[config.mk]
export PLATFORM = sky130hd
export DESIGN_NAME = hsi_tx_arbiter
export DESIGN_NICKNAME = d
export VERILOG_FILES = /design/src/rtl/hsi_tx_arbiter.sv
export SDC_FILE = /design/constraint.sdc
export NUM_CORES = 1
export LEC_CHECK = 0
export CAP_MARGIN = 25
export CORE_ASPECT_RATIO = 0.9
export CORE_MARGIN = 5
export CORE_UTILIZATION = 49
export CTS_BUF_LIST = sky130_fd_sc_hd__clkbuf_8
export CTS_CLUSTER_DIAMETER = 40
export CTS_CLUSTER_SIZE = 40
export DETAILED_ROUTE_END_ITERATION = 7
export PLACE_DENSITY = 0.87
export SLEW_MARGIN = 20
export SYNTH_ARGS = -nofsm -noshare
export SYNTH_HDL_FRONTEND = slang
export SYNTH_SLANG_ARGS = --single-unit
[constraint.sdc]
create_clock -name clk -period 3.2 [get_ports clk]
set_input_delay 0.48 -clock clk [delete_from_list [all_inputs] [get_ports clk]]
set_output_delay 0.48 -clock clk [all_outputs]
set_load 0.02 [all_outputs]
[src/rtl/hsi_tx_arbiter.sv]
// Arbitrates four byte requesters onto one serial line coder, one frame at a time.
// Build option: define HSI_ARB_FIXED_PRIO_EN for fixed lowest-index-wins priority instead of round-robin.
module hsi_tx_arbiter #(
    parameter int GAP_TICKS    = 2,
    parameter int BUSY_TIMEOUT = 4
) (
    input  logic        clk,
    input  logic        n_rst,
    input  logic        clk_en,
    input  logic [3:0]  req,
    input  logic [31:0] d_in,
    output logic [3:0]  ack,
    output logic [7:0]  cd_d,
    output logic        cd_d_rdy,
    input  logic        cd_busy,
    output logic [1:0]  grant_id,
    output logic        active,
    output logic        err
);
    // state     | meaning
    // IDLE      | arbitrate on every tick, capture winner byte
    // LOAD      | cd_d presented with cd_d_rdy, ack pulsed on the tick
    // WAIT_BUSY | waiting for the coder to start, bounded by BUSY_TIMEOUT
    // SEND      | coder shifting the frame
    // GAP       | GAP_TICKS stop-level ticks before the next arbitration
    typedef enum logic [2:0] {IDLE, LOAD, WAIT_BUSY, SEND, GAP} state_t;

    localparam logic [3:0] BUSY_LOAD = 4'(BUSY_TIMEOUT - 1);
    localparam logic [3:0] GAP_LOAD  = (GAP_TICKS > 0) ? 4'(GAP_TICKS - 1) : 4'd0;

    state_t     state, state_nxt;
    logic [3:0] cnt, cnt_nxt;
    logic [1:0] winner;
    logic       grant;

    assign grant = clk_en && (state == IDLE) && (|req);

`ifdef HSI_ARB_FIXED_PRIO_EN
    always_comb begin
        winner = 2'd0;
        for (int i = 3; i >= 0; i--) begin
            if (req[i]) winner = 2'(i);
        end
    end
`else
    logic [1:0] last_grant;

    // Scan offsets from farthest to nearest so the nearest requester after last_grant wins.
    always_comb begin
        winner = 2'd0;
        for (int k = 4; k >= 1; k--) begin
            if (req[last_grant + 2'(k)]) winner = last_grant + 2'(k);
        end
    end

    always_ff @(posedge clk or negedge n_rst) begin
        if (!n_rst) begin
            last_grant <= 2'd3;
        end else if (grant) begin
            last_grant <= winner;
        end
    end
`endif

    always_comb begin
        state_nxt = state;
        cnt_nxt   = cnt;
        ack       = 4'd0;
        err       = 1'b0;
        if (clk_en) begin
            unique case (state)
                IDLE: begin
                    if (|req) state_nxt = LOAD;
                end
                LOAD: begin
                    ack[grant_id] = 1'b1;
                    cnt_nxt       = BUSY_LOAD;
                    state_nxt     = WAIT_BUSY;
                end
                WAIT_BUSY: begin
                    if (cd_busy) begin
                        state_nxt = SEND;
                    end else if (cnt == 4'd0) begin
                        err       = 1'b1;
                        state_nxt = IDLE;
                    end else begin
                        cnt_nxt = cnt - 4'd1;
                    end
                end
                SEND: begin
                    if (!cd_busy) begin
                        if (GAP_TICKS > 0) begin
                            state_nxt = GAP;
                            cnt_nxt   = GAP_LOAD;
                        end else begin
                            state_nxt = IDLE;
                        end
                    end
                end
                GAP: begin
                    if (cnt == 4'd0) state_nxt = IDLE;
                    else cnt_nxt = cnt - 4'd1;
                end
                default: state_nxt = IDLE;
            endcase
        end
    end

    always_ff @(posedge clk or negedge n_rst) begin
        if (!n_rst) begin
            state    <= IDLE;
            cnt      <= 4'd0;
            cd_d     <= 8'd0;
            grant_id <= 2'd0;
        end else begin
            state <= state_nxt;
            cnt   <= cnt_nxt;
            if (grant) begin
                cd_d     <= d_in[{winner, 3'b000} +: 8];
                grant_id <= winner;
            end
        end
    end

    assign cd_d_rdy = (state == LOAD);
    assign active   = (state != IDLE);

endmodule

After elaboration in Yosys (flattened, before gate mapping)

Cells that the tools add are included.

Output and inout bits: 17
Register bits: 19
Bits of input ports: 40
Word-level logic and storage cells: 62

Eq/ne operators: 7
Add/sub/neg operators: 4
Shifts and indexed selects: 1
$lt $le $gt $ge: 6
Multiplexer cells: 29
Reduce and logical (&&, ||, !) cells: 10

Operators by type and width:

| kind                                                | number |
|---|---|
| indexed part select 32 x 6 -> 8 bit                 | 1 |
| two-way mux 4 bit                                   | 5 |
| one-hot mux 4 bit (4 select lines)                  | 1 |
| < comparator 2 x 3 -> 1 bit, second input constant  | 5 |
| one-hot mux 3 bit (5 select lines)                  | 1 |
| two-way mux 3 bit                                   | 4 |
| two-way mux 1 bit                                   | 9 |
| binary-select mux 1 bit (select 2 bit)              | 4 |
| two-way mux 2 bit                                   | 4 |
| equality test 3 x 2 -> 1 bit, second input constant | 2 |
| adder 2 bit, second input constant                  | 2 |
| logical NOT 4 bit                                   | 1 |
| inequality test 2 bit, second input constant        | 2 |
| AND reduction 4 bit                                 | 1 |
| nonzero test 4 bit                                  | 1 |
| OR reduction 4 bit                                  | 1 |
| subtractor 4 x 1 -> 4 bit, second input constant    | 1 |
| equality test 3 x 1 -> 1 bit, second input constant | 1 |
| equality test 3 bit, second input constant          | 1 |
| logical AND 1 bit                                   | 3 |
| logical NOT 3 bit                                   | 1 |
| AND reduction 3 bit                                 | 1 |
| nonzero test 3 bit                                  | 1 |
| adder 2 x 1 -> 2 bit, second input constant         | 1 |
| 3 further kinds                                     | 3 |

Depth between registers and ports, before layout

Gate-level depths: netlist of the first run.

Word-level depth: 7
Depth in mapped cells: 7
Gate-level depth less buffers: 7

Worst setup path before layout of the first run

No wires, ideal clock.

Path type: flip-flop to output port
Start point: register cnt[0]
End point: output err
Path buffers: 0
Required time: 2720 ps
Arrival time: 1713 ps
Stages on the path, launching flop included: 5
Setup slack: 1007 ps
Path through: dfrtp_1 -> inv_1 -> ha_1 -> or3b_1 -> nor4_1

Longest elaborated chain between the ends: 5

Ends and longest elaborated chain:

| item                   | line | source |
|---|---|---|
| from (decl)            | 32   | `logic [3:0] cnt, cnt_nxt;` |
| from (signal assigned) | 117  | `cnt <= cnt_nxt;` |
| logical NOT 4 bit      | 83   | `end else if (cnt == 4'd0) begin` |
| two-way mux 1 bit      | 83   |  |
| two-way mux 1 bit      | 81   | `if (cd_busy) begin` |
| two-way mux 1 bit      | 71   | `unique case (state)` |
| two-way mux 1 bit      | 70   | `if (clk_en) begin` |
| to (decl)              | 18   | `output logic err` |

Every way passes these cells.

Final worst setup path of the first run

Ends and elaborated chain as after synthesis.

==> flow_summary.ini, run 1 <==
[yosys]
synth_top_area_cell = dfrtp_1
synth_area_leaders = dfrtp_1 29%, o211ai_2 6.8%, mux2i_1 6.1%
yosysTopAreaCellShare = 0.290
synth.yosys.warnings = 0
avgSynthCellArea_sq_um = 9.51
yosysUniqueCellTypes = 47
synth.most_common_cell = nand2_1
synth_nets = 196
async_reset_ff_frac = 1.00
seq_area_frac_synth = 0.326
synth-main-ff-cell = dfrtp_1
synth.top_cells.by_count = 19 x nand2_1, 18 x nand3_1, 17 x dfrtp_1
synth-edff-count = 0
netlist_area_sq_mm = 0.00147
ys_ff_latch = 19
synth_cells = 154

[timing]
drv_slew = 0
fin_setup_tns_ns = 0
slew_headroom = 0.429
setup_violations = 0
rsz0062_at_grt = no
finalHoldViolations = 0
fmax_mhz = 356
period_share = 0.879
worst_pin_slew_ns = 0.853
post-route-min-period_ns = 2.81
fin_skew_ns = 0.00394

[detailed_routing]
final_antenna_net_count = 0
drt_iter0_markers = 55
num_vias = 1361
wl_um = 4150
wl_per_cell_um = 16.9
viasPerCell = 5.53
dr.pass1.iters = 4
drt_drc_violations_left = 0

[run_status]
outcome = complete, no violations

[finish]
seqCellArea_sq_um = 478
multi_input_area_sq_um = 890
nFillCells = 228
fin_nets = 249
area_growth_syn_to_layout_pct = 40.1
final_util = 0.729
final_cell_count_no_fill = 246
diodes = 0
drive_gt1_frac = 0.150

[placed_design]
gp_congestion = 0.882
placed_cells = 242
hpwl_um = 3230
portBuffers = 56

[job]
maxCapViolations = 0

[global_routing]
antenna_found_initial = 0
grt_pass1_wl_um = 6610
grt_pass1_vias = 1460
grt_max_degree = 23
track_usage = 0.211
grt_overflow = 0

[critical_path]
path_cells = inv_1 -> ha_1 -> or3b_1 -> nor4_1 -> clkdlybuf4s50_1
worstPathRequired_ns = 2.72
crit_path_end_kind = output pin
cp_max_fo = 4
critPathArrivalTime_ns = 2.33
reg2reg_slack_ns = 1.17
cp_slowest_cell = clkdlybuf4s50_1
rr_worst_depth = 5
startpoint_type = flip-flop
critPathKind = reg2out
r2r-end = cd_d[7]
r2r-start = last_grant[1]
cpPeakStageDelay_ns = 0.67
endpoint = err
cp-startpoint = cnt[0]

[floorplanning]
std_cell_rows = 18
die_w_um = 67.6
die_y_um = 61.9
fp.dieArea_sq_mm = 0.00419
fp.coreArea_sq_mm = 0.00282
io_pins = 57
initial_utilization = 0.520

[clock_network]
hold_buffers = 0
cts_buffers = 3
cts_sinks = 19
max-clock-path-buffers = 2
cts.repair.resized = 0
cts_tree = built
cts_root_buf = clkbuf_8
path_clk_slew_ns = 0.07
cts_setup_buffers = 0
clock_latency_ns = 0.26
htreeDepth = 1

[min_path]
min_path_type = reg2reg

[power]
p_leak_nw = 0.836
power_density_mw_per_mm2 = 784
peakVddDrop_uv = 506
==> power breakdown <==
group,internal [mW],switching (mW)
Combinational,0.448,0.495
Clock,0.0855,0.0810
Sequential,0.360,0.139
==> through the flow <==
stage / hold slack [ns] / power, mW / instance area (sq um) / setup WS (ns)
after floorplan: 0.184 / 1.15 / 1470 / 1.01
after detailed placement: 0.495 / 1.44 / 2010 / 0.612
final: 0.510 / 1.61 / 2050 / 0.387
after global routing: 0.547 / 1.73 / 2050 / 0.257
after global placement: 0.479 / 1.39 / 2010 / 0.706
after CTS: 0.510 / 1.61 / 2050 / 0.371
==> worst min path at each step <==
| stage | start | to | depth (start not counted) |
|---|---|---|---|
| after CTS | cnt[0] | cnt[0] | 1 |
| after global routing | cd_d[0] | cd_d[0] | 2 |
| after global placement | cd_d[1] | cd_d[1] | 2 |
| after floorplan | n_rst | cd_d[0] | 0 |
| after detailed placement | cd_d[6] | cd_d[6] | 2 |
| final | cnt[0] | cnt[0] | 1 |
==> cell families (layout without fill, tap and decap cells) <==
logic type	count (synthesis)	count (layout)	synth area share
buffers and inverters	15	67	0.0666
AOI/OAI and AO/OA	33	33	0.207
DFF	19	19	0.326
xor gates and xnor gates	1	1	0.00598
adders and majority gates	2	2	0.0171
muxes	18	18	0.131
and+or+nand+nor	66	66	0.247
==> sequential cells by signal, indices dropped and copies added (netlist names) <==
signal      flops
grant_id        2
cnt             4
cd_d            8
state           3
last_grant      2
==> metal layers <==
metal / share of wire / track usage
met1: 0.39 / 0.239
met4: 0.020 / 0.0723
met3: 0.049 / 0.0486
met2: 0.54 / 0.393
met5: 0 / 0
==> cells in the final DEF (no fill, tap or decap), types with 2 or more instances in the layout <==
cell type,instances
mux2i_1,9
mux2_2,8
nand3b_1,2
a21oi_1,4
o2bb2ai_1,2
dfrtp_1,17
dfstp_2,2
o21ai_1,2
nand2b_1,4
and2_4,2
a21o_1,3
nand2_1,19
inv_1,7
nor2_1,8
nand3_1,18
clkbuf_8,3
ha_1,2
o211ai_2,8
clkdlybuf4s50_1,56
o21ai_0,2
o22ai_1,2
nor4_1,2
==> worst max-delay path: cells and delay by family, from the launching register on <==
| family | cells | cell delay (ns) |
|---|---|---|
| and+or+nand+nor | 2 | 0.72 |
| buffers and inverters | 2 | 0.79 |
| DFF | 1 | 0.40 |
| adders and majority gates | 1 | 0.17 |
==> layout make-up <==
type,count,area share
clock buffers,3,0.0201
clock inverters,1,0.00183
inverters,6,0.0110
multi-input cells,120,0.433
flip-flops and latches,19,0.233
well taps,40,0.0244
repair buffers,57,0.277
No activity file was read; power rests on OpenSTA's default activity.
==> run 2, diff against run 1 <==
- CTS_BUF_LIST: sky130_fd_sc_hd__clkbuf_8 -> sky130_fd_sc_hd__clkbuf_2 sky130_fd_sc_hd__clkbuf_4 sky130_fd_sc_hd__clkbuf_8
==> flow_summary.ini, run 2 (same netlist as run 1, synthesis figures left out) <==
[run_status]
outcome = complete, no violations

[detailed_routing]
wl_per_cell_um = 16.3
drt_drc_violations_left = 0
viasPerCell = 5.54
final_antenna_net_count = 0
drt_iter0_markers = 57
dr.pass1.iters = 4
num_vias = 1362
wl_um = 4020

[critical_path]
rr_worst_depth = 7
critPathArrivalTime_ns = 2.38
r2r-end = cnt[1]
cp_slowest_cell = clkdlybuf4s50_1
cp-startpoint = cnt[0]
startpoint_type = flip-flop
critPathKind = reg2out
worstPathRequired_ns = 2.72
cpPeakStageDelay_ns = 0.66
reg2reg_slack_ns = 1.17
crit_path_end_kind = output pin
r2r-start = cnt[0]
cp_max_fo = 4
path_cells = inv_1 -> ha_1 -> or3b_1 -> nor4_1 -> clkdlybuf4s50_1

[timing]
rsz0062_at_grt = no
period_share = 0.894
fin_setup_tns_ns = 0
post-route-min-period_ns = 2.86
finalHoldViolations = 0
fmax_mhz = 350
worst_pin_slew_ns = 0.864
setup_violations = 0
fin_skew_ns = 0.00317
drv_slew = 0
slew_headroom = 0.422

[clock_network]
cts.repair.resized = 0
cts_setup_buffers = 0
hold_buffers = 0
cts_buffers = 3
htreeDepth = 1
cts_root_buf = clkbuf_4
max-clock-path-buffers = 2
clock_latency_ns = 0.29
cts_sinks = 19
path_clk_slew_ns = 0.10
cts_tree = built

[power]
power_density_mw_per_mm2 = 770
peakVddDrop_uv = 357
p_sw_mw = 0.705
power.total_mw = 1.57
clockPowerShare = 0.084
p_seq_frac = 0.317
combPwrFrac = 0.599
p_int_mw = 0.864
switching_share = 0.449
p_leak_nw = 0.828

[finish]
nFillCells = 233
fin_nets = 249
multi_input_area_sq_um = 890
final_cell_mix = 56 x clkdlybuf4s50_1, 19 x nand2_1, 18 x nand3_1
diodes = 0
layout_commonest_cell = clkdlybuf4s50_1
final_util = 0.724
area_growth_syn_to_layout_pct = 39.1
top_regs = cd_d (8), cnt (4), state (3)
drive_gt1_frac = 0.155
largest_reg_flops = 8
top_register = cd_d
seqCellArea_sq_um = 478

[min_path]
holdPathStages = 1
hp-start = cnt[0]
min_path_type = reg2reg
min_to = cnt[0]

[floorplanning]
die_y_um = 61.9
fp.coreArea_sq_mm = 0.00282
std_cell_rows = 18
die_w_um = 67.6
fp.dieArea_sq_mm = 0.00419
initial_utilization = 0.520
io_pins = 57

[global_routing]
grt_pass1_vias = 1423
grt_max_degree = 23
antenna_found_initial = 0
grt_overflow = 0
track_usage = 0.206
grt_pass1_wl_um = 6470

[placed_design]
portBuffers = 56
hpwl_um = 3230
gp_congestion = 0.882

[job]
maxCapViolations = 0
[run 2: worst max path at each step]
stage	endpoint	slack, ns	cells after the start
floorplan	err	1.01	4
global placement	err	0.71	5
detailed placement	err	0.61	5
CTS	err	0.31	5
global route	err	0.19	5
finish	err	0.34	5
[run 2: power groups by stage]
stage	combinational (mW)	sequential [mW]	clock (mW)
after CTS	0.944	0.493	0.133
after detailed placement	0.940	0.498	0
final	0.940	0.498	0.131
after floorplan	0.644	0.508	0
after global placement	0.902	0.486	0
after global routing	1.03	0.516	0.151
[run 2: cell type report]
type                    instances  area share
inverters                       6      0.0110
flip-flops and latches         19       0.235
multi-input cells             120       0.436
repair buffers                 57       0.279
clock buffers                   4      0.0147
well taps                      40      0.0246
[run 2: metal layers]
metal  global-route usage  up-vias  share of wire
met2                0.377       46           0.53
met4               0.0636        0          0.017
met5                    0        -              0
met1                0.237      644           0.40
met3               0.0522        8          0.056
li1                     -      664              -
[run 2: through the flow]
stage | setup slack [ns] | hold slack (ns) | instances | cell area, sq um
2_1_floorplan | 1.01 | 0.184 | 154 | 1470
6_report | 0.340 | 0.518 | 246 | 2040
4_1_cts | 0.313 | 0.516 | 246 | 2040
5_1_grt | 0.186 | 0.556 | 246 | 2040
3_5_place_dp | 0.612 | 0.495 | 242 | 2010
3_3_place_gp | 0.706 | 0.479 | 242 | 2010
[run 2: critical path: cells and delay by family, from the launching register on]
kind / cells / cell delay, ns
buffers and inverters: 2 / 0.78
and+or+nand+nor: 2 / 0.71
DFF: 1 / 0.42
adders and majority gates: 1 / 0.17
==> run 3, diff against run 2 <==
- CTS_CLUSTER_DIAMETER: 40 -> not set
- GPL_TIMING_DRIVEN: not set -> 0
- TNS_END_PERCENT: not set -> 10
==> flow_summary.ini, run 3 (same netlist as run 1, synthesis figures left out) <==
[global_routing]
grt_overflow = 0
antenna_found_initial = 0
track_usage = 0.208
grt_max_degree = 20
grt_pass1_wl_um = 6520
grt_pass1_vias = 1389

[floorplanning]
initial_utilization = 0.520
io_pins = 57
die_y_um = 61.9
std_cell_rows = 18
fp.dieArea_sq_mm = 0.00419
fp.coreArea_sq_mm = 0.00282
die_w_um = 67.6

[critical_path]
worstPathRequired_ns = 2.72
path_cells = inv_1 -> ha_1 -> or3b_1 -> nor4_1 -> clkdlybuf4s50_1
cp_slowest_cell = clkdlybuf4s50_1
cpPeakStageDelay_ns = 0.70
startpoint_type = flip-flop
critPathArrivalTime_ns = 2.54
path_buf_inv = 2
crit_path_end_kind = output pin
cp_max_fo = 4
critPathKind = reg2out
cp_top_family = buffers and inverters

[job]
maxCapViolations = 0

[clock_network]
cts_setup_buffers = 0
cts.repair.resized = 0
cts_buffers = 3
path_clk_slew_ns = 0.13
cts_root_buf = clkbuf_4
hold_buffers = 0
cts_tree = built
max-clock-path-buffers = 2
clock_latency_ns = 0.32
htreeDepth = 1
cts_sinks = 19

[finish]
final_cell_mix = 56 x clkdlybuf4s50_1, 19 x nand2_1, 18 x nand3_1
nFillCells = 202
largest_reg_flops = 8
area_growth_syn_to_layout_pct = 43.7
final_cell_count_no_fill = 254
drive_gt1_frac = 0.182
layout_commonest_cell = clkdlybuf4s50_1
design_area_sq_mm = 0.00211
top_regs = cd_d (8), cnt (4), state (3)
top_register = cd_d
fin_nets = 257
diodes = 0

[timing]
timing.final.ws_setup_ns = 0.176
setup_violations = 0
post-route-min-period_ns = 3.02
fmax_mhz = 331
slew_headroom = 0.398
fin_setup_tns_ns = 0
drv_slew = 0
finalHoldViolations = 0
worst_pin_slew_ns = 0.900
rsz0062_at_grt = no
period_share = 0.945
fin_skew_ns = 0.00282

[detailed_routing]
dr.pass1.iters = 4
final_antenna_net_count = 0
wl_um = 4190
wl_per_cell_um = 16.5
num_vias = 1423
viasPerCell = 5.60
drt_drc_violations_left = 0
drt_iter0_markers = 69

[placed_design]
place_area_sq_mm = 0.00208
placed_cells = 250
portBuffers = 56
hpwl_um = 3310
gp_congestion = 0.800
place_ws_ns = 0.291

[power]
power.total_mw = 1.64
peakVddDrop_uv = 516
p_leak_nw = 0.863
power_density_mw_per_mm2 = 778

[run_status]
outcome = complete, no violations

[min_path]
min_path_type = reg2reg
[run 3: cell count changes in the layout (fill, tap and decap cells not counted), sizes merged]
cell	before	now
clkbuf	4	5
buf	1	7
clkinvlp	0	1
[run 3: metrics by stage]
step	hold WS (ns)	util
2_1_floorplan	0.184	-
3_3_place_gp	0.479	0.737
3_5_place_dp	0.489	0.737
4_1_cts	0.518	0.748
5_1_grt	0.545	0.748
6_report	0.512	0.748
[run 3: final cells by class]
class	instances	area, sq um	area share
buffer	9	75.1	0.0357
sequential	19	478	0.227
tap	40	50.0	0.0238
clock inverter	1	7.51	0.00357
timing repair buffer	56	561	0.266
clock buffer	3	22.5	0.0107
multi-input combinational	120	890	0.422
inverter	6	22.5	0.0107
[run 3: power by group]
group	internal [mW]	total (mW)	switching (mW)
combinational	0.497	1.04	0.548
clock	0.0479	0.142	0.0941
sequential	0.359	0.453	0.0935
total	0.904	1.64	0.735
[run 3: layer usage]
metal  track usage  share of wire  routed length (um)
met1         0.262           0.39                1640
met3        0.0234          0.059                 247
met2         0.372           0.53                2240
met4        0.0694          0.014                  60
met5             0              0                   0
[run 3: final timing paths]
kind                            startpoint      end  slack [ns]  depth (start not counted)
max in group asynchronous            n_rst  cd_d[1]        2.01                          1
worst min-delay path               cd_d[0]  cd_d[0]        0.51                          2
worst min register to register     cd_d[0]  cd_d[0]        0.51                          2
min in group asynchronous            n_rst   cnt[3]        0.64                          1
worst max register to register      cnt[0]   cnt[1]        1.17                          7
worst max-delay path                cnt[0]      err        0.18                          5
[run 3: worst register-to-register path, cell delays in order, from the launching register on]
cell	delay, ns
dfrtp_1	0.43
inv_1	0.12
ha_1	0.16
or3b_1	0.42
a22oi_2	0.19
o22ai_2	0.14
nand2_2	0.13
mux2_1	0.33
